### config.mk
export PLATFORM = sky130hd
export DESIGN_NAME = idex_hazard_reg_flat
export DESIGN_NICKNAME = d
export VERILOG_FILES = /design/src/rtl/pipe_pkg.sv /design/src/rtl/idex_hazard_reg_if.sv /design/src/rtl/hazard_detect.sv /design/src/rtl/idex_hazard_reg.sv /design/src/flat_wrapper.sv
export SDC_FILE = /design/constraint.sdc
export NUM_CORES = 1
export LEC_CHECK = 0
export CELL_PAD_IN_SITES_DETAIL_PLACEMENT = 1
export CELL_PAD_IN_SITES_GLOBAL_PLACEMENT = 1
export CORE_ASPECT_RATIO = 0.7
export CORE_MARGIN = 2
export CORE_UTILIZATION = 45
export CTS_CLUSTER_SIZE = 20
export DETAILED_ROUTE_END_ITERATION = 8
export DONT_BUFFER_PORTS = 1
export PLACE_DENSITY = 0.76
export SLEW_MARGIN = 25
export SYNTH_ARGS = -nofsm -noshare
export SYNTH_HDL_FRONTEND = slang
export SYNTH_SLANG_ARGS = --single-unit
### constraint.sdc
create_clock -name clk -period 3.35 [get_ports clk]
set_clock_uncertainty 0.05 [all_clocks]
set_input_delay 0.335 -clock clk [delete_from_list [all_inputs] [get_ports clk]]
set_output_delay 0.335 -clock clk [all_outputs]
set_load 0.02 [all_outputs]
### src/rtl/pipe_pkg.sv
// Pipeline-wide constants: control-bundle bit map shared by decode, forwarding and EX,
// plus the ID/EX update-action encoding.
package pipe_pkg;
    localparam int CTRL_W           = 12;
    localparam int CTRL_REGWRITE    = 0;
    localparam int CTRL_MEMREAD     = 1;
    localparam int CTRL_MEMWRITE    = 2;
    localparam int CTRL_MEMTOREG_LO = 3;
    localparam int CTRL_MEMTOREG_HI = 4;
    localparam int CTRL_ALUSRC      = 5;
    localparam int CTRL_ALUOP_LO    = 6;
    localparam int CTRL_ALUOP_HI    = 9;
    localparam int CTRL_BRANCH      = 10;
    localparam int CTRL_JUMP        = 11;

    typedef logic [CTRL_W-1:0] ctrl_t;

    typedef enum logic [1:0] {
        UPD_HOLD,
        UPD_FLUSH,
        UPD_LOADUSE,
        UPD_LOAD
    } upd_e;

    function automatic logic is_load(input ctrl_t c);
        return c[CTRL_MEMREAD];
    endfunction
endpackage

### src/rtl/idex_hazard_reg_if.sv
// Decode-side inputs, EX-side register outputs and stall/flush controls of the ID/EX stage.
interface idex_hazard_reg_if #(
    parameter int XLEN = 32
);
    import pipe_pkg::*;

    logic            id_valid;
    logic [XLEN-1:0] id_pc;
    logic [XLEN-1:0] id_rd1;
    logic [XLEN-1:0] id_rd2;
    logic [XLEN-1:0] id_imm;
    logic [4:0]      id_rs1;
    logic [4:0]      id_rs2;
    logic [4:0]      id_rd;
    logic            id_use_rs1;
    logic            id_use_rs2;
    ctrl_t           id_ctrl;
    logic            ex_flush;
    logic            mem_stall;

    logic            IDEX_valid;
    logic [XLEN-1:0] IDEX_pc;
    logic [XLEN-1:0] IDEX_rd1;
    logic [XLEN-1:0] IDEX_rd2;
    logic [XLEN-1:0] IDEX_imm;
    logic [4:0]      IDEX_rs1;
    logic [4:0]      IDEX_rs2;
    logic [4:0]      IDEX_rd;
    ctrl_t           IDEX_ctrl;
    logic            stall_pc;
    logic            stall_ifid;
    logic            flush_ifid;

    modport master (
        output id_valid, id_pc, id_rd1, id_rd2, id_imm, id_rs1, id_rs2, id_rd,
               id_use_rs1, id_use_rs2, id_ctrl, ex_flush, mem_stall,
        input  IDEX_valid, IDEX_pc, IDEX_rd1, IDEX_rd2, IDEX_imm, IDEX_rs1, IDEX_rs2,
               IDEX_rd, IDEX_ctrl, stall_pc, stall_ifid, flush_ifid
    );

    modport slave (
        input  id_valid, id_pc, id_rd1, id_rd2, id_imm, id_rs1, id_rs2, id_rd,
               id_use_rs1, id_use_rs2, id_ctrl, ex_flush, mem_stall,
        output IDEX_valid, IDEX_pc, IDEX_rd1, IDEX_rd2, IDEX_imm, IDEX_rs1, IDEX_rs2,
               IDEX_rd, IDEX_ctrl, stall_pc, stall_ifid, flush_ifid
    );
endinterface

### src/rtl/hazard_detect.sv
// Purely combinational load-use comparator: a load in EX whose rd is read by the ID instruction.
module hazard_detect (
    input  logic            idex_valid,
    input  logic            idex_memread,
    input  logic [4:0]      idex_rd,
    input  logic            id_valid,
    input  logic [1:0]      src_use,
    input  logic [1:0][4:0] src_rs,
    output logic            load_use
);
    logic [1:0] src_hit;

    genvar gi;
    for (gi = 0; gi < 2; gi++) begin : g_src
        assign src_hit[gi] = src_use[gi] & (idex_rd == src_rs[gi]);
    end

    // x0 is never a real producer, so a load targeting it cannot create a dependency.
    assign load_use = idex_valid & idex_memread & (idex_rd != 5'd0) & id_valid & (|src_hit);
endmodule

### src/rtl/idex_hazard_reg.sv
// ID/EX pipeline register with load-use bubble insertion, EX-redirect squash, memory-stall
// freeze and saturating bubble/flush performance counters.
module idex_hazard_reg
    import pipe_pkg::*;
#(
    parameter int XLEN  = 32,
    parameter int CNT_W = 32
) (
    input  logic             clk,
    input  logic             rst,
    idex_hazard_reg_if.slave bus,
    output logic [CNT_W-1:0] bubble_cnt,
    output logic [CNT_W-1:0] flush_cnt
);
    localparam int PW = 4 * XLEN + 15 + CTRL_W;

    logic             valid_reg, valid_next;
    logic [PW-1:0]    payload_reg, payload_next;
    logic [PW-1:0]    id_payload;
    logic [CNT_W-1:0] bubble_cnt_reg, bubble_cnt_next;
    logic [CNT_W-1:0] flush_cnt_reg, flush_cnt_next;
    logic             load_use;
    logic             stall;
    upd_e             upd;

    assign id_payload = {bus.id_pc, bus.id_rd1, bus.id_rd2, bus.id_imm,
                         bus.id_rs1, bus.id_rs2, bus.id_rd, bus.id_ctrl};

    assign bus.IDEX_valid = valid_reg;
    assign {bus.IDEX_pc, bus.IDEX_rd1, bus.IDEX_rd2, bus.IDEX_imm,
            bus.IDEX_rs1, bus.IDEX_rs2, bus.IDEX_rd, bus.IDEX_ctrl} = payload_reg;

    hazard_detect u_hazard_detect (
        .idex_valid   (valid_reg),
        .idex_memread (is_load(bus.IDEX_ctrl)),
        .idex_rd      (bus.IDEX_rd),
        .id_valid     (bus.id_valid),
        .src_use      ({bus.id_use_rs2, bus.id_use_rs1}),
        .src_rs       ({bus.id_rs2, bus.id_rs1}),
        .load_use     (load_use)
    );

    // A redirect makes the ID instruction wrong-path, so it must not be held by a load-use stall.
    assign stall          = bus.mem_stall | (load_use & ~bus.ex_flush);
    assign bus.stall_pc   = stall;
    assign bus.stall_ifid = stall;
    assign bus.flush_ifid = bus.ex_flush & ~bus.mem_stall;

    always_comb begin
        upd = UPD_LOAD;
        if (bus.mem_stall) begin
            upd = UPD_HOLD;
        end else if (bus.ex_flush) begin
            upd = UPD_FLUSH;
        end else if (load_use) begin
            upd = UPD_LOADUSE;
        end
    end

    always_comb begin
        valid_next      = valid_reg;
        payload_next    = payload_reg;
        bubble_cnt_next = bubble_cnt_reg;
        flush_cnt_next  = flush_cnt_reg;
        case (upd)
            UPD_HOLD: ;
            UPD_FLUSH: begin
                valid_next   = 1'b0;
                payload_next = '0;
                if (!(&flush_cnt_reg)) begin
                    flush_cnt_next = flush_cnt_reg + CNT_W'(1);
                end
            end
            UPD_LOADUSE: begin
                valid_next   = 1'b0;
                payload_next = '0;
                if (!(&bubble_cnt_reg)) begin
                    bubble_cnt_next = bubble_cnt_reg + CNT_W'(1);
                end
            end
            default: begin
                // An empty ID slot becomes an uncounted bubble with all fields zeroed.
                valid_next   = bus.id_valid;
                payload_next = bus.id_valid ? id_payload : '0;
            end
        endcase
    end

    always_ff @(posedge clk) begin
        if (rst) begin
            valid_reg      <= 1'b0;
            payload_reg    <= '0;
            bubble_cnt_reg <= '0;
            flush_cnt_reg  <= '0;
        end else begin
            valid_reg      <= valid_next;
            payload_reg    <= payload_next;
            bubble_cnt_reg <= bubble_cnt_next;
            flush_cnt_reg  <= flush_cnt_next;
        end
    end

    assign bubble_cnt = bubble_cnt_reg;
    assign flush_cnt  = flush_cnt_reg;
endmodule

### src/flat_wrapper.sv
// flat-port wrapper written by rule: the top's interface ports become plain ports
module idex_hazard_reg_flat import pipe_pkg::*;
#(
    parameter int XLEN  = 32,
    parameter int CNT_W = 32
)
  (clk, rst, bubble_cnt, flush_cnt, bus_id_valid, bus_id_pc, bus_id_rd1, bus_id_rd2, bus_id_imm, bus_id_rs1, bus_id_rs2, bus_id_rd, bus_id_use_rs1, bus_id_use_rs2, bus_id_ctrl, bus_ex_flush, bus_mem_stall, bus_IDEX_valid, bus_IDEX_pc, bus_IDEX_rd1, bus_IDEX_rd2, bus_IDEX_imm, bus_IDEX_rs1, bus_IDEX_rs2, bus_IDEX_rd, bus_IDEX_ctrl, bus_stall_pc, bus_stall_ifid, bus_flush_ifid);
  idex_hazard_reg_if #(.XLEN(XLEN)) bus_i ();
  input  logic clk;
  input  logic rst;
  output logic [CNT_W-1:0] bubble_cnt;
  output logic [CNT_W-1:0] flush_cnt;
  input wire logic [$bits(bus_i.id_valid)-1:0] bus_id_valid;
  input wire logic [$bits(bus_i.id_pc)-1:0] bus_id_pc;
  input wire logic [$bits(bus_i.id_rd1)-1:0] bus_id_rd1;
  input wire logic [$bits(bus_i.id_rd2)-1:0] bus_id_rd2;
  input wire logic [$bits(bus_i.id_imm)-1:0] bus_id_imm;
  input wire logic [$bits(bus_i.id_rs1)-1:0] bus_id_rs1;
  input wire logic [$bits(bus_i.id_rs2)-1:0] bus_id_rs2;
  input wire logic [$bits(bus_i.id_rd)-1:0] bus_id_rd;
  input wire logic [$bits(bus_i.id_use_rs1)-1:0] bus_id_use_rs1;
  input wire logic [$bits(bus_i.id_use_rs2)-1:0] bus_id_use_rs2;
  input wire logic [$bits(bus_i.id_ctrl)-1:0] bus_id_ctrl;
  input wire logic [$bits(bus_i.ex_flush)-1:0] bus_ex_flush;
  input wire logic [$bits(bus_i.mem_stall)-1:0] bus_mem_stall;
  output wire logic [$bits(bus_i.IDEX_valid)-1:0] bus_IDEX_valid;
  output wire logic [$bits(bus_i.IDEX_pc)-1:0] bus_IDEX_pc;
  output wire logic [$bits(bus_i.IDEX_rd1)-1:0] bus_IDEX_rd1;
  output wire logic [$bits(bus_i.IDEX_rd2)-1:0] bus_IDEX_rd2;
  output wire logic [$bits(bus_i.IDEX_imm)-1:0] bus_IDEX_imm;
  output wire logic [$bits(bus_i.IDEX_rs1)-1:0] bus_IDEX_rs1;
  output wire logic [$bits(bus_i.IDEX_rs2)-1:0] bus_IDEX_rs2;
  output wire logic [$bits(bus_i.IDEX_rd)-1:0] bus_IDEX_rd;
  output wire logic [$bits(bus_i.IDEX_ctrl)-1:0] bus_IDEX_ctrl;
  output wire logic [$bits(bus_i.stall_pc)-1:0] bus_stall_pc;
  output wire logic [$bits(bus_i.stall_ifid)-1:0] bus_stall_ifid;
  output wire logic [$bits(bus_i.flush_ifid)-1:0] bus_flush_ifid;
  assign bus_i.id_valid = bus_id_valid;
  assign bus_i.id_pc = bus_id_pc;
  assign bus_i.id_rd1 = bus_id_rd1;
  assign bus_i.id_rd2 = bus_id_rd2;
  assign bus_i.id_imm = bus_id_imm;
  assign bus_i.id_rs1 = bus_id_rs1;
  assign bus_i.id_rs2 = bus_id_rs2;
  assign bus_i.id_rd = bus_id_rd;
  assign bus_i.id_use_rs1 = bus_id_use_rs1;
  assign bus_i.id_use_rs2 = bus_id_use_rs2;
  assign bus_i.id_ctrl = bus_id_ctrl;
  assign bus_i.ex_flush = bus_ex_flush;
  assign bus_i.mem_stall = bus_mem_stall;
  assign bus_IDEX_valid = bus_i.IDEX_valid;
  assign bus_IDEX_pc = bus_i.IDEX_pc;
  assign bus_IDEX_rd1 = bus_i.IDEX_rd1;
  assign bus_IDEX_rd2 = bus_i.IDEX_rd2;
  assign bus_IDEX_imm = bus_i.IDEX_imm;
  assign bus_IDEX_rs1 = bus_i.IDEX_rs1;
  assign bus_IDEX_rs2 = bus_i.IDEX_rs2;
  assign bus_IDEX_rd = bus_i.IDEX_rd;
  assign bus_IDEX_ctrl = bus_i.IDEX_ctrl;
  assign bus_stall_pc = bus_i.stall_pc;
  assign bus_stall_ifid = bus_i.stall_ifid;
  assign bus_flush_ifid = bus_i.flush_ifid;
  idex_hazard_reg #(.XLEN(XLEN), .CNT_W(CNT_W)) u_core (.clk(clk), .rst(rst), .bus(bus_i), .bubble_cnt(bubble_cnt), .flush_cnt(flush_cnt));
endmodule
==> results of run 1 <==
-- synth_stat cells (all sizes together) (2+ instances only) --
cell	n
a21oi	48
a22oi	155
a31oi	2
and3	6
and4	7
and4b	2
buf	16
clkbuf	53
dfxtp	220
ha	5
inv	11
mux2	3
nand2	25
nand3	17
nand4	27
nor2	183
nor2b	5
nor3	8
nor4	10
o21ai	33
o21ba	2
o21bai	2
o31a	2
o31ai	17
or2	4
or3	28
or4	22
xnor2	8
xor2	11
-- metrics by stage --
stage / total power [mW] / setup WS [ps] / cells
detailed placement: 3.11 / 112 / 1141
global route: 5.91 / -86.9 / 1375
global placement: 3.10 / 230 / 1141
finish: 5.76 / 96.5 / 1375
CTS: 5.69 / 23.4 / 1360
floorplan: 3.06 / 245 / 946
-- layer usage --
layer	global-route usage (%)	routed length (µm)	vias up
li1	-	-	3816
met1	35.9	13300	4330
met2	57.5	17900	403
met3	9.07	2690	120
met4	15.2	1670	0
met5	0	0	-
-- logic make-up (layout without fill, tap and decap cells) --
group / count (synthesis) / after routing / synth area share (%)
compound gates: 271 / 271 / 21.7
xor+xnor: 19 / 19 / 1.94
fa+ha+maj: 5 / 5 / 0.729
buf+inv: 80 / 259 / 3.70
flops: 220 / 220 / 51.3
mux: 4 / 4 / 0.510
other cells: 0 / 8 / 0
simple gates: 347 / 347 / 20.1
-- final cells by class --
cell class              instances  area, µm²  area share, %
diodes                          8       20.0          0.173
clock inverters                 6       62.6          0.542
multi-input cells             646       3950           34.2
inverters                      11       41.3          0.357
clock buffers                  31        626           5.42
well taps                     242        303           2.62
repair buffers                211       2140           18.5
flip-flops and latches        220       4410           38.2
-- final timing paths --
kind | startpoint | endpoint | cells after the start | slack, ps
setup / recovery | u_core.payload_reg[13] | u_core.flush_cnt[8] | 10 | 100
setup reg to reg | u_core.payload_reg[13] | u_core.flush_cnt[8] | 10 | 100
hold / removal | rst | u_core.flush_cnt[3] | 2 | 40
hold reg to reg | u_core.payload_reg[14] | u_core.payload_reg[14] | 2 | 530
-- power groups by stage --
stage                     registers [mW]  logic (mW)  clock network (mW)
final                               2.82       0.485                2.45
after global routing                2.82       0.514                2.58
after CTS                           2.81       0.430                2.44
after detailed placement            2.87       0.244                   0
after global placement              2.87       0.234                   0
after floorplan                     2.85       0.212                   0
-- timing repair --
item                                    in CTS  in global routing
resized for setup                            0                 21
hold endpoints to repair                   216                  1
hold buffers                               182                  1
setup buffers                                0                  5
endpoints found under the setup margin       0                 51
==> Flow_metrics.wiki, run 1 <==
{| class="wikitable"
! Metric !! Value
|-
| Result of the run || finished, final reports clean
|-
| Total number of vias || 8669
|-
| Fraction of registers with async set or reset after synthesis || 0%
|-
| Number of antenna violations at the first check in global routing || 8
|-
| CP max stage cell || or4_1
|-
| Total Neg Setup Slack || 0 ps
|-
| Post-synth net total || about 1100
|-
| Achievable clock frequency || 307 MHz
|-
| Site Rows || 42
|-
| Leading cell type in the layout, fill and taps excluded || dfxtp_1
|-
| DRT iter0 DRCs || around 600
|-
| Clock slew at the register clock pins of the worst setup and hold paths || roughly 60 ps
|-
| Critical path buffers and inverters || 2
|-
| Root buffer cell || clkbuf_16
|-
| Number of flip-flops under the largest register name || 155
|-
| Maximum fanout count along the critical path || 16
|-
| Clock latency on the worst-skew pair || between 500 and 600 ps
|-
| Synth Cell Area || 8580 µm²
|-
| First-pass GRT wire length || approximately 52000 µm
|-
| Crit path cell chain || or4_1, o21ai_2, o21ba_2, ha_2, inv_1, nor3_1, o21ai_4, xor2_1, nor2_1, dlygate4sd3_1
|-
| Synth Area per Inst || 9.07 µm²
|-
| Number of buffers inserted by port buffering || 0
|-
| Total of fill cells in the finished design || slightly above 2000
|-
| Worst hold margin || roughly 37 ps
|-
| Final routed wirelength across all metal layers || 35600 µm
|-
| Top cell type by total area after synthesis || dfxtp_1
|-
| Most instantiated flip-flop cell in the synthesis netlist || dfxtp_1
|-
| Unrepaired setup endpoints after global routing || yes
|-
| Floorplan core area || around 19000 µm²
|-
| Number of buffers on the longest clock path || 3
|-
| Maximum number of pins on one net before global-route repair || 172
|-
| Warning count from the yosys run || 0
|-
| DRT antenna net count || 0
|-
| Sinks on the clock net || 220
|-
| Top-Level Pins || 385
|-
| Final Setup Violations || 0
|-
| Overall die height || ~120 µm
|-
| Power Internal || around 4.3 mW
|-
| CP delay by family, top || simple AND/OR/NAND/NOR gates
|-
| Nature of the critical path endpoint || flop
|-
| Ratio of final minimum period to clock period || approximately 100%
|-
| Switching portion of total power || roughly a quarter
|-
| First-pass DRT Iterations || 5
|-
| Design area || roughly 12000 µm²
|-
| Largest vdd supply drop || 0.000320 V
|-
| Via count of the first global-routing pass || about 9200
|-
| Portion of the post-synthesis area used by sequential elements || about 51%
|-
| Placer congestion estimate || between 0.7 and 0.8
|-
| Critical path data arrival time || roughly 3700 ps
|-
| Initial core utilization || around 46%
|-
| Number of nets in the layout || about 1300
|-
| Count of endpoints failing hold in the final timing report || 0
|-
| Vias/cell || 6.30
|-
| Number of enable-type register cells in the synthesized netlist || 0
|-
| Hold Crit Class || primary input to flop
|-
| Critical setup path kind || flop to flop
|-
| Crit path largest cell delay || 550 ps
|-
| Overall die area || about 20000 µm²
|-
| Worst path required time || 3750 ps
|-
| MaxCap Viol Count || 0
|-
| Leak || slightly above 4 nW
|-
| Area of placed instances || about 8800 µm²
|-
| Type of origin of the critical path || flop
|-
| Top area cells in the synthesized netlist || dfxtp_1, a22oi_1, nor2_1, a21oi_1, clkbuf_1
|-
| Shortest period the worst path allows || between 3000 and 4000 ps
|-
| Clk pwr share || approximately 43%
|-
| Total overflow reported by the global router || 0
|-
| Area share of the largest cell type after synthesis || between 50% and 60%
|-
| Power dissipated by switching net loads || approximately 1.5 mW
|-
| Hpwl dp || around 19000 µm
|-
| Horizontal extent of the die || ~170 µm
|-
| TritonCTS clock tree || done
|-
| Pwr Density || about 500 nW/µm²
|-
| Transition time at the pin with the least slew margin || roughly 900 ps
|-
| Max_slew headroom || a little under two fifths
|-
| Average detailed-routed wire length per instance || roughly 26 µm
|-
| Reg power frac || 49.0%
|-
| Fraction of final layout cells with drive strength greater than 1 || roughly 8.7%
|-
| H-tree depth || 1
|-
| Number of library cell types mapped by synthesis || 55
|-
| Number of synthesized register bits || 220
|-
| Max-slew violation total from the final report || 0
|-
| Most frequent cells in the layout || dfxtp_1, nor2_1, dlygate4sd3_1
|-
| Proportion of power drawn by combinational gates || roughly 8.4%
|-
| Final core occ || between 60 and 70%
|-
| Number of design rule violations left after detail routing || 0
|-
| Synth Instances || approximately 950
|-
| All-layer global routing usage || between 30% and 40%
|-
| Clock buffers created by TritonCTS || 22
|-
| Area overhead of the layout relative to synthesis || 34.5%
|}
No activity file was read; power rests on OpenSTA's default activity.
==> inputs of run 2 (changes only) <==
--- a/config.mk
+++ b/config.mk
@@ -14,6 +14,7 @@
 export DETAILED_ROUTE_END_ITERATION = 8
 export DONT_BUFFER_PORTS = 1
 export PLACE_DENSITY = 0.76
+export RECOVER_POWER = 50
 export SLEW_MARGIN = 25
 export SYNTH_ARGS = -nofsm -noshare
 export SYNTH_HDL_FRONTEND = slang
==> run 2 against run 1 <==
- combinational power is essentially flat
- via count is essentially flat
- die area is the same
- wire length shrank 0.16%
- sequential power is essentially flat
- cell count is the same
- flip-flop and latch count is the same
- clock power is essentially flat
==> Flow_metrics.wiki, run 2 (synthesis gave the netlist of run 1 again) <==
{| class="wikitable"
! Metric !! Value
|-
| Result of the run || finished, final reports clean (unchanged)
|-
| MaxCap Viol Count || 0 (unchanged)
|-
| Type of origin of the critical path || flop (unchanged)
|-
| Total number of vias || 8665 (was 8669)
|-
| Maximum number of pins on one net before global-route repair || 172 (unchanged)
|-
| Site Rows || 42 (unchanged)
|-
| First-pass DRT Iterations || 5 (unchanged)
|-
| Total overflow reported by the global router || 0 (unchanged)
|-
| All-layer global routing usage || 32.3% (unchanged)
|-
| Final Setup Violations || 0 (unchanged)
|-
| Hpwl dp || 18900 µm (unchanged)
|-
| Root buffer cell || clkbuf_16 (unchanged)
|-
| Floorplan core area || 18800 µm² (unchanged)
|-
| Worst path required time || 3740 ps (was 3750 ps)
|-
| Shortest period the worst path allows || 3260 ps (was 3250 ps)
|-
| Leading cell type in the layout, fill and taps excluded || dfxtp_1 (unchanged)
|-
| Unrepaired setup endpoints after global routing || yes (unchanged)
|-
| Area overhead of the layout relative to synthesis || 34.5% (about the same)
|-
| Clock buffers created by TritonCTS || 22 (unchanged)
|-
| Leak || 4.15 nW (was 4.16 nW)
|-
| Max_slew headroom || 38.4% (about the same)
|-
| Average detailed-routed wire length per instance || 25.8 µm (was 25.9 µm)
|-
| Sinks on the clock net || 220 (unchanged)
|-
| Number of design rule violations left after detail routing || 0 (unchanged)
|-
| TritonCTS clock tree || done (unchanged)
|-
| Final routed wirelength across all metal layers || 35500 µm (was 35600 µm)
|-
| Largest vdd supply drop || 0.000320 V (about the same)
|-
| R2r setup slk || 90 ps (was 100 ps)
|-
| Overall die area || 20200 µm² (unchanged)
|-
| Placer congestion estimate || 0.785 (unchanged)
|-
| Clock slew at the register clock pins of the worst setup and hold paths || 60 ps (about the same)
|-
| DRT iter0 DRCs || 603 (unchanged)
|-
| Area of placed instances || 8840 µm² (unchanged)
|-
| Hold Crit Class || primary input to flop (unchanged)
|-
| Overall die height || 120 µm (unchanged)
|-
| Instance count after placement with tap cells included || 1141 (unchanged)
|-
| Via count of the first global-routing pass || 9156 (unchanged)
|-
| Design area || 11500 µm² (about the same)
|-
| Vias/cell || 6.30 (about the same)
|-
| DRT antenna net count || 0 (unchanged)
|-
| Number of buffers inserted by port buffering || 0 (unchanged)
|-
| Fraction of final layout cells with drive strength greater than 1 || 8.53% (was 8.71%)
|-
| Post-layout instance count excluding filler cells || 1375 (unchanged)
|-
| Horizontal extent of the die || 169 µm (unchanged)
|-
| Initial core utilization || 45.6% (unchanged)
|-
| Critical setup path kind || flop to flop (unchanged)
|-
| Ratio of final minimum period to clock period || 97.4% (was 97.1%)
|-
| Pwr Density || 499 nW/µm² (about the same)
|-
| Achievable clock frequency || 307 MHz (about the same)
|-
| Transition time at the pin with the least slew margin || 923 ps (was 925 ps)
|-
| First-pass GRT wire length || 51600 µm (unchanged)
|-
| Maximum fanout count along the critical path || 8 (was 16)
|-
| Nature of the critical path endpoint || flop (unchanged)
|-
| Clock latency on the worst-skew pair || 510 ps (about the same)
|-
| Critical path data arrival time || 3650 ps (about the same)
|-
| Number of nets in the layout || 1279 (unchanged)
|-
| Number of buffers on the longest clock path || 3 (unchanged)
|-
| H-tree depth || 1 (unchanged)
|-
| Number of antenna violations at the first check in global routing || 8 (unchanged)
|-
| Max-slew violation total from the final report || 0 (unchanged)
|-
| Top-Level Pins || 385 (unchanged)
|-
| Number of flip-flops under the largest register name || 155 (unchanged)
|-
| Count of endpoints failing hold in the final timing report || 0 (unchanged)
|-
| Worst hold margin || 38.7 ps (was 37.3 ps)
|-
| Most frequent cells in the layout || dfxtp_1, nor2_1, dlygate4sd3_1 (unchanged)
|}
==> run 2: power by group <==
| part | internal (mW) | total (mW) | switching, mW |
|---|---|---|---|
| clock | 1.38 | 2.45 | 1.07 |
| sequential | 2.68 | 2.82 | 0.140 |
| combinational | 0.231 | 0.485 | 0.253 |
| total | 4.29 | 5.76 | 1.46 |
==> run 2: path summary, 6_finish.rpt <==
kind,end,cells past startpoint,from
worst min-delay path,u_core.flush_cnt[3],2,rst
worst max-delay path,u_core.flush_cnt[25],9,u_core.payload_reg[13]
worst max register to register,u_core.flush_cnt[25],9,u_core.payload_reg[13]
worst min register to register,u_core.payload_reg[14],2,u_core.payload_reg[14]
==> run 2: what timing repair did <==
| item | 4_1_cts | 5_1_grt |
|---|---|---|
| resized for setup | 0 | 21 |
| buffers inserted | 0 | 5 |
| endpoints found under the setup margin | 0 | 51 |
| hold buffers | 182 | 1 |
| hold endpoints to repair | 216 | 1 |
==> run 2: final cells by class <==
class	count	area [µm²]
clock buffers	31	626
flip-flops and latches	220	4410
multi-input cells	646	3950
clock inverters	6	62.6
well taps	242	303
inverters	11	41.3
repair buffers	211	2130
diodes	8	20.0
fillers	2079	7270
==> run 2: per-layer routing <==
layer / global-route usage (%) / up-vias / part of all wire [%]
met1: 35.9 / 4332 / 37
met5: 0 / - / 0
met4: 15.2 / 0 / 4.6
li1: - / 3819 / -
met3: 9.07 / 116 / 7.6
met2: 57.5 / 398 / 50
==> run 2: through the flow <==
| stage | power [mW] | setup WS [ps] | util (%) | setup TNS (ps) |
|---|---|---|---|---|
| 2_1_floorplan | 3.06 | 245 | - | 0 |
| 3_3_place_gp | 3.10 | 230 | 47.0 | 0 |
| 3_5_place_dp | 3.11 | 112 | 47.0 | 0 |
| 4_1_cts | 5.69 | 23.4 | 60.4 | 0 |
| 5_1_grt | 5.91 | -86.9 | 61.4 | -275 |
| 6_report | 5.76 | 87.8 | 61.4 | 0 |
==> run 2: critical path, stage by stage (launching register included) <==
cell and delay, ps:
dfxtp_4 370, or4_1 560, o21ai_2 190, o21ba_2 190, ha_2 250, nand4_1 100
a211o_2 400, or3_1 340, a21oi_1 180, dlygate4sd3_1 580
==> inputs of run 3 (changes only) <==
==> config.mk (replaced) <==
export PLATFORM = sky130hd
export DESIGN_NAME = idex_hazard_reg_flat
export DESIGN_NICKNAME = d
export VERILOG_FILES = /design/src/rtl/pipe_pkg.sv /design/src/rtl/idex_hazard_reg_if.sv /design/src/rtl/hazard_detect.sv /design/src/rtl/idex_hazard_reg.sv /design/src/flat_wrapper.sv
export SDC_FILE = /design/constraint.sdc
export NUM_CORES = 1
export LEC_CHECK = 0
export CORE_AREA = 2 2 148 150
export CTS_CLUSTER_SIZE = 20
export DETAILED_ROUTE_END_ITERATION = 8
export DIE_AREA = 0 0 150 152
export DONT_BUFFER_PORTS = 1
export GPL_ROUTABILITY_DRIVEN = 0
export PLACE_DENSITY = 0.53
export RECOVER_POWER = 50
export SLEW_MARGIN = 20
export SYNTH_ARGS = -nofsm -noshare
export SYNTH_HDL_FRONTEND = slang
export SYNTH_SLANG_ARGS = --single-unit
==> run 3 against run 2 <==
- first-iteration DRC count is 3.0% higher
- core utilization is 7.1 points lower
- sequential share of layout area is 0.15 points lower
- cell area is 0.30% higher
- register-to-register slack hardly changed
- critical path type unchanged
==> Flow_metrics.wiki, run 3 (synthesis gave the netlist of run 1 again) <==
{| class="wikitable"
! Metric !! Value
|-
| CP delay by family, top || buffers and inverters (was simple AND/OR/NAND/NOR gates)
|-
| Clock slew at the register clock pins of the worst setup and hold paths || 60 ps (about the same)
|-
| Top-Level Pins || 385 (unchanged)
|-
| Average detailed-routed wire length per instance || 19.7 µm (was 25.8 µm)
|-
| Number of flip-flops under the largest register name || 155 (unchanged)
|-
| Shortest period the worst path allows || 3250 ps (was 3260 ps)
|-
| Critical setup path kind || flop to flop (unchanged)
|-
| Sinks on the clock net || 220 (unchanged)
|-
| First-pass GRT wire length || 38900 µm (was 51600 µm)
|-
| DRT antenna net count || 0 (unchanged)
|-
| Root buffer cell || clkbuf_16 (unchanged)
|-
| Instance count after placement with tap cells included || 1181 (was 1141)
|-
| Largest vdd supply drop || 0.000374 V (was 0.000320 V)
|-
| Hpwl dp || 17300 µm (was 18900 µm)
|-
| Critical path buffers and inverters || 2 (was 1)
|-
| Nature of the critical path endpoint || flop (unchanged)
|-
| MaxCap Viol Count || 0 (unchanged)
|-
| Number of nets in the layout || 1277 (was 1279)
|-
| Worst path required time || 3690 ps (was 3740 ps)
|-
| Number of buffers inserted by port buffering || 0 (unchanged)
|-
| Critical path data arrival time || 3590 ps (was 3650 ps)
|-
| Fraction of final layout cells with drive strength greater than 1 || 7.90% (was 8.53%)
|-
| Number of buffers on the longest clock path || 3 (unchanged)
|-
| Initial core utilization || 40.2% (was 45.6%)
|-
| Hold Crit Class || primary input to flop (unchanged)
|-
| Via count of the first global-routing pass || 6783 (was 9156)
|-
| Count of endpoints failing hold in the final timing report || 0 (unchanged)
|-
| Overall die area || 22800 µm² (was 20200 µm²)
|-
| Pwr Density || 508 nW/µm² (was 499 nW/µm²)
|-
| All-layer global routing usage || 21.1% (was 32.3%)
|-
| CP max stage cell || or4_4 (was dlygate4sd3_1)
|-
| Crit path largest cell delay || 640 ps (was 580 ps)
|-
| Unrepaired setup endpoints after global routing || yes (unchanged)
|-
| Horizontal extent of the die || 150 µm (was 169 µm)
|-
| Max_slew headroom || 47.8% (was 38.4%)
|-
| Number of antenna violations at the first check in global routing || 1 (was 8)
|-
| Ratio of final minimum period to clock period || 97.0% (was 97.4%)
|-
| Maximum number of pins on one net before global-route repair || 226 (was 172)
|-
| TritonCTS clock tree || done (unchanged)
|-
| Final Setup Violations || 0 (unchanged)
|-
| Leak || 4.15 nW (about the same)
|-
| Type of origin of the critical path || flop (unchanged)
|-
| Transition time at the pin with the least slew margin || 783 ps (was 923 ps)
|-
| Total overflow reported by the global router || 0 (unchanged)
|-
| Clock latency on the worst-skew pair || 510 ps (about the same)
|-
| Design area || 11600 µm² (was 11500 µm²)
|-
| First-pass DRT Iterations || 5 (unchanged)
|-
| Area overhead of the layout relative to synthesis || 34.9% (was 34.5%)
|-
| Vias/cell || 5.66 (was 6.30)
|-
| Total number of vias || 7973 (was 8665)
|-
| Number of design rule violations left after detail routing || 0 (unchanged)
|-
| Final routed wirelength across all metal layers || 27700 µm (was 35500 µm)
|-
| Cell count along the critical path || 8 (was 9)
|-
| Floorplan core area || 21400 µm² (was 18800 µm²)
|-
| Result of the run || finished, final reports clean (unchanged)
|-
| H-tree depth || 1 (unchanged)
|-
| Max-slew violation total from the final report || 0 (unchanged)
|-
| Depth of the most critical reg-to-reg path || 8 (was 9)
|-
| Post-layout instance count excluding filler cells || 1408 (was 1375)
|-
| Overall die height || 152 µm (was 120 µm)
|-
| Final core occ || 54.2% (was 61.4%)
|-
| Crit path cell chain || clkbuf_1, ha_1, nand3_4, or4_4, o31ai_2, xnor2_1, nor2_1, dlygate4sd3_1 (was or4_1, o21ai_2, o21ba_2, ha_2, nand4_1, a211o_2, or3_1, a21oi_1, dlygate4sd3_1)
|-
| Clock buffers created by TritonCTS || 24 (was 22)
|-
| DRT iter0 DRCs || 621 (was 603)
|-
| Area of placed instances || 8910 µm² (was 8840 µm²)
|-
| Leading cell type in the layout, fill and taps excluded || dfxtp_1 (unchanged)
|-
| Maximum fanout count along the critical path || 9 (was 8)
|-
| Site Rows || 54 (was 42)
|-
| Most frequent cells in the layout || dfxtp_1, nor2_1, dlygate4sd3_1 (unchanged)
|-
| Cells on Worst Hold Path || 2 (unchanged)
|-
| Achievable clock frequency || 308 MHz (was 307 MHz)
|}
run 3: cell count changes in the layout (fill, tap and decap cells not counted), moves of 2 or more:
cell      previous run  this run
inv_6                2         0
clkbuf_1             8        11
buf_4               21        17
diode_2              8         1
clkinv_2             3         5
a21oi_1             46        48
a21oi_2              2         0
buf_12               2         4
run 3: path summary, 6_finish.rpt:
| path | startpoint | end | slack (ps) |
|---|---|---|---|
| worst max-delay path | u_core.bubble_cnt[1] | u_core.bubble_cnt[15] | 100 |
| worst min-delay path | rst | u_core.flush_cnt[7] | 40 |
| worst max register to register | u_core.bubble_cnt[1] | u_core.bubble_cnt[15] | 100 |
| worst min register to register | u_core.payload_reg[16] | u_core.payload_reg[16] | 550 |
run 3: final cells by class:
type | count | area, µm²
diodes | 1 | 2.50
clock buffers | 35 | 693
clock inverters | 8 | 93.8
fillers | 1928 | 9770
inverters | 11 | 41.3
multi-input cells | 646 | 3930
flip-flops and latches | 220 | 4410
well taps | 280 | 350
repair buffers | 207 | 2060
run 3: layer usage:
metal  up-vias  track usage, %  routed length (µm)  share of wire (%)
met2       293            33.7               13900                 50
met5         -               0                   0                  0
met3        44            7.06                2450                8.8
met4         0            6.29                 550                2.0
met1      3827            26.9               10800                 39
li1       3809               -                   -                  -
run 3: where the power goes:
group / total (mW) / internal, mW / switching (mW)
clock: 2.63 / 1.59 / 1.04
sequential: 2.81 / 2.68 / 0.131
combinational: 0.436 / 0.222 / 0.214
run 3: through the flow:
stage          hold WS (ps)  power [mW]  setup slack (ps)  setup TNS, ps
2_1_floorplan           429        3.06               245              0
3_3_place_gp            371        3.11               320              0
3_5_place_dp            379        3.11               272              0
4_1_cts                -157        5.75              20.9              0
5_1_grt                17.7        6.11             -84.9           -217
6_report               43.1        5.88               101              0
run 3: timing repair:
| item | in CTS | in global routing |
|---|---|---|
| hold buffers | 26 | 156 |
| setup endpoints to repair | 0 | 18 |
| resized for setup | 0 | 11 |
| buffers inserted | 0 | 1 |
| hold endpoints to repair | 216 | 190 |
run 3: worst reg2reg max path: stages (launching register included):
cell,delay (ps)
dfxtp_1,300
clkbuf_1,370
ha_1,310
nand3_4,130
or4_4,640
o31ai_2,550
xnor2_1,180
nor2_1,50
dlygate4sd3_1,550
